$ cat src/rtl/event_stream_arbiter.sv
// Round-robin event source arbiter with burst hold and one output register.
// Optional EVENT_ARB_POL_DROP_EN: consume p=0 events without forwarding.
module event_stream_arbiter #(
  parameter int N_SRC     = 4,
  parameter int BURST_LEN = 1,
  parameter int SW        = $clog2(N_SRC)
) (
  input  logic                 clk,
  input  logic                 rst,
  input  logic [N_SRC-1:0]     in_valid,
  output logic [N_SRC-1:0]     in_ready,
  input  logic [16*N_SRC-1:0]  in_x,
  input  logic [16*N_SRC-1:0]  in_y,
  input  logic [16*N_SRC-1:0]  in_t,
  input  logic [N_SRC-1:0]     in_p,
  output logic                 out_valid,
  input  logic                 out_ready,
  output logic [15:0]          out_x,
  output logic [15:0]          out_y,
  output logic [15:0]          out_t,
  output logic                 out_p,
  output logic [SW-1:0]        out_src,
  output logic [15:0]          evt_count
`ifdef EVENT_ARB_POL_DROP_EN
  ,
  output logic [15:0]          drop_count
`endif
);

  localparam logic [0:0] IDLE  = 1'b0;
  localparam logic [0:0] BURST = 1'b1;

  logic [0:0]    state;
  logic [SW-1:0] rr_ptr;
  logic [SW-1:0] owner;
  logic [3:0]    burst_cnt;

  logic          load_en;
  logic          own_hit;
  logic          scan_hit;
  logic [SW-1:0] base;
  logic [SW-1:0] scan_g;
  logic [SW-1:0] g;
  logic          xfer;
  logic          drop;

  function automatic logic [SW-1:0] add_wrap(
    input logic [SW-1:0] b,
    input int            j
  );
    int s;
    s = int'(b) + j;
    if (s >= N_SRC) s = s - N_SRC;
    return SW'(s);
  endfunction

  assign load_en = !out_valid || out_ready;

  // A burst owner that went idle hands over to owner+1 in the same cycle.
  always_comb begin
    base     = rr_ptr;
    own_hit  = 1'b0;
    scan_hit = 1'b0;
    scan_g   = rr_ptr;
    if (state == BURST) begin
      if (in_valid[owner]) own_hit = 1'b1;
      else base = add_wrap(owner, 1);
    end
    for (int j = N_SRC - 1; j >= 0; j--) begin
      if (in_valid[add_wrap(base, j)]) begin
        scan_hit = 1'b1;
        scan_g   = add_wrap(base, j);
      end
    end
  end

  assign g    = own_hit ? owner : scan_g;
  assign xfer = load_en && (own_hit || scan_hit);

`ifdef EVENT_ARB_POL_DROP_EN
  assign drop = xfer && !in_p[g];
`else
  assign drop = 1'b0;
`endif

  always_comb begin
    in_ready = '0;
    if (xfer) in_ready[g] = 1'b1;
  end

  always_ff @(posedge clk or posedge rst) begin
    if (rst) begin
      out_valid <= 1'b0;
      out_x     <= '0;
      out_y     <= '0;
      out_t     <= '0;
      out_p     <= 1'b0;
      out_src   <= '0;
      evt_count <= '0;
    end else begin
      if (out_valid && out_ready && evt_count != 16'hFFFF)
        evt_count <= evt_count + 16'd1;
      if (load_en) begin
        out_valid <= xfer && !drop;
        if (xfer && !drop) begin
          out_x   <= in_x[16*g +: 16];
          out_y   <= in_y[16*g +: 16];
          out_t   <= in_t[16*g +: 16];
          out_p   <= in_p[g];
          out_src <= g;
        end
      end
    end
  end

  always_ff @(posedge clk or posedge rst) begin
    if (rst) begin
      state     <= IDLE;
      rr_ptr    <= '0;
      owner     <= '0;
      burst_cnt <= '0;
    end else if (load_en) begin
      if (state == BURST && !own_hit) begin
        state     <= IDLE;
        rr_ptr    <= add_wrap(owner, 1);
        burst_cnt <= '0;
      end
      if (xfer) begin
        if (own_hit) begin
          if (burst_cnt + 4'd1 == 4'(BURST_LEN)) begin
            state     <= IDLE;
            rr_ptr    <= add_wrap(owner, 1);
            burst_cnt <= '0;
          end else begin
            burst_cnt <= burst_cnt + 4'd1;
          end
        end else if (BURST_LEN == 1) begin
          state  <= IDLE;
          rr_ptr <= add_wrap(g, 1);
        end else begin
          state     <= BURST;
          owner     <= g;
          burst_cnt <= 4'd1;
        end
      end
    end
  end

`ifdef EVENT_ARB_POL_DROP_EN
  always_ff @(posedge clk or posedge rst) begin
    if (rst) drop_count <= '0;
    else if (drop && drop_count != 16'hFFFF)
      drop_count <= drop_count + 16'd1;
  end
`endif

endmodule

$ cat config.mk
export PLATFORM = sky130hd
export DESIGN_NAME = event_stream_arbiter
export DESIGN_NICKNAME = d
export VERILOG_FILES = /design/src/rtl/event_stream_arbiter.sv
export SDC_FILE = /design/constraint.sdc
export NUM_CORES = 1
export LEC_CHECK = 0
export ABC_AREA = 0
export CAP_MARGIN = 20
export CORE_ASPECT_RATIO = 0.7
export CORE_UTILIZATION = 35
export DETAILED_ROUTE_END_ITERATION = 16
export MAX_ROUTING_LAYER = met4
export PLACE_DENSITY = 0.73
export SYNTH_ARGS = -nofsm -noshare
export SYNTH_HDL_FRONTEND = slang
export SYNTH_SLANG_ARGS = --single-unit
$ cat constraint.sdc
create_clock -name clk -period 2.7 [get_ports clk]
set_input_delay 0.54 -clock clk [delete_from_list [all_inputs] [get_ports clk]]
set_output_delay 0.54 -clock clk [all_outputs]
set_load 0.05 [all_outputs]
==> metrics <==
status=complete, but fails checks; failing checks=negative setup slack; Crit. End Element=primary output; Setup crit start kind=flip-flop; crit-path max FO=6; Synth async-reset ratio=100%; placed cell area=8000 sq um; Mapped Cells=around 500; PwrDens=a little over 1000 nW/um^2; final setup violation count=4; Worst Skew=slightly below 0.008 ns; WL final=between 15000 and 20000 um; die height=around 100 um; pins over their slew limit=0; YS warnings=0; routed vias=between 5000 and 6000; post-synthesis sequential area ratio=38.4%; Post-DRT Antenna Nets=0; drc violations=0; crit path kind=reg2out; post-layout instance area=around 8600 sq um; post-route insts no fill=a little under 1000; top post-synthesis cells by area=dfrtp_1 38%, mux2i_1 10%, a2111oi_0 8.8%; Vias/cell=approximately 5.4; Synth area leader=dfrtp_1; Final Power=8.78 mW; Mapped Nets=720; internal power=about 4.5 mW; clock sinks=75; PortBufs=274; antenna diode count=0; CP max stage delay=roughly 0.46 ns; crit-path cells=buf_4 > nor3b_1 > nor3_1 > o22ai_1 > and2_4 > nor2_4 > buf_4 > ha_2 > and2_4 > buf_12; Post-DP HPWL=13300 um; endpoints failing hold=0; most instantiated cells after synthesis=75 x dfrtp_1, 61 x nor2_1, 50 x mux2i_1, 49 x a2111oi_0, 49 x a211oi_1; Flop pwr share=a little over a fifth; grt ovf=0; slew at the pin closest to its max-slew limit=about 0.72 ns; Sw Ratio=a little under 50%; die width=between 100 and 150 um; Worst Hold End=out_src[1]; TritonRoute pass-1 iters=4; WHS=roughly 0.50 ns; setup TNS=-0.198 ns; Final Critical Period=roughly 2.8 ns; Total GRT Usage=25.5%; first-pass GRT wire length=around 28000 um; Synth Register Bits=75; Max clock buf depth=2; Max-Cap Viols=0; row count=35; layout cell share with drive strength beyond 1=between 10% and 20%; combinational share of power=between 60% and 70%; largest net degree at the start of global routing=52; Crit Reg-Reg Startpoint=rr_ptr[0]; Worst Hold Launch=out_src[1]; cts bufs inserted=9; Synth Area per Inst=9.58 sq um; core area=approximately 13000 sq um; Clock Power Share=between 10% and 20%; Worst R2R End=out_y[1]; post-synth cell types=49; Fillers=1073; Worst Hold Class=reg2reg; cell area after synthesis=about 4900 sq um; vias in the first global route=between 5000 and 6000; ys flop type=dfrtp_1; Fmax=approximately 360 MHz; starting density of the core=between 30% and 40%; Worst path slowest cell=dfrtp_2; R2R setup slack=0.10 ns; CTS tree=done; antenna violations before repair=0; Initial DRC Count=between 200 and 250; Worst VDD drop=about 0.50 mV; die area=around 14000 sq um; Slew headroom=51.8%; Lkg Pwr=~3.3 nW; clock-pin slew on the worst setup and hold paths=~0.070 ns; Root Buffer Master=clkbuf_16; clk_lat worst skew=0.33 ns; GPL Wtd Cong=roughly 0.87; PnR worst setup slack=-0.0891 ns; Psw=4.28 mW; Area growth syn-to-layout=75.6%; WHS Path Cells=1; Inst Count DP=around 960; I/O pin count=275; Layout Nets=1002; unrepaired setup endpoints after global routing=true; Post-synth EDFFs=0; WL/cell=18.5 um; Worst EP arrival=about 2.3 ns; R2R depth=8; worst path required time=around 2.2 ns; cell with the most instances after synthesis=dfrtp_1; H-tree levels=3; fin crit share=103%; Yosys top cell area share=between 30% and 40%
power groups by stage:
stage / sequential (mW) / clock (mW) / combinational, mW
2_1_floorplan: 3.34 / 0 / 1.97
3_3_place_gp: 1.88 / 0 / 5.23
3_5_place_dp: 1.90 / 0 / 5.32
4_1_cts: 1.88 / 1.30 / 5.50
5_1_grt: 1.95 / 1.35 / 5.94
6_report: 1.89 / 1.27 / 5.62
cells by family after synthesis:
group / share of synthesized area (%)
AO/OA/AOI/OAI: 28.7
XOR/XNOR: 2.69
adder cells (fa/ha/maj): 1.79
buffers and inverters: 5.86
flip-flops: 38.4
multiplexers: 10.7
AND/OR/NAND/NOR: 11.9
per-layer routing:
metal | vias up | track usage (%) | part of all wire (%)
li1 | 2515 | - | -
met1 | 2557 | 29.6 | 40
met2 | 223 | 44.0 | 50
met3 | 16 | 6.13 | 8.5
met4 | 0 | 7.04 | 1.2
met5 | - | - | 0
cells in the final DEF, fill, tap and decap left out, drive strengths merged, types with 4 or more instances in the layout:
cell	n
nand2	15
nand4	8
mux2i	50
ha	7
dfrtp	75
a21boi	50
nand3	5
buf	50
and2	6
o21ai	8
a2111oi	49
nor2b	4
clkdlybuf4s50	266
nor3	6
clkbuf	9
a21oi	6
inv	12
xnor2	12
a211oi	49
nor2	61
repair_timing:
item,in CTS,in global routing
hold buffers,0,0
resized for setup,35,42
setup buffers,9,0
pin swaps,9,4
endpoints found under the setup margin,37,43
metrics by stage:
stage	worst slack, ns	util, %
6_report	-0.0891	64.0
4_1_cts	-0.0569	63.2
3_3_place_gp	-0.368	59.7
2_1_floorplan	0.0222	-
3_5_place_dp	-0.454	59.7
5_1_grt	-0.179	64.0
sequential cells by signal, indices dropped and copies added (netlist names):
register	cells
out_src	2
out_p	1
state	1
out_y	16
out_x	16
out_valid	1
evt_count	16
rr_ptr	2
out_t	16
burst_cnt	4
layout make-up:
type	instances	area (sq um)	share of cell area (%)
sequential	75	1880	21.9
tap	185	231	2.70
clock buffer	9	225	2.62
clock inverter	7	90.1	1.05
timing repair buffer	320	3190	37.2
multi-input combinational	378	2930	34.2
inverter	8	33.8	0.394
critical path: cells and delay by family, from the launching register on:
kind                     cells  cell delay [ns]
AND/OR/NAND/NOR              5             0.68
buffers and inverters        3             0.47
flip-flops                   1             0.46
adder cells (fa/ha/maj)      1             0.16
AO/OA/AOI/OAI                1             0.15
how the worst max path moves through the flow:
stage / endpoint / from / slack [ns]
after CTS: in_ready[1] / rr_ptr[0] / -0.06
final: in_ready[2] / rr_ptr[1] / -0.09
after global placement: in_ready[0] / in_valid[1] / -0.37
after detailed placement: in_ready[0] / in_valid[1] / -0.45
after global routing: in_ready[2] / state / -0.18
after floorplan: in_ready[0] / in_valid[0] / 0.02
No activity file was read; power rests on OpenSTA's default activity.
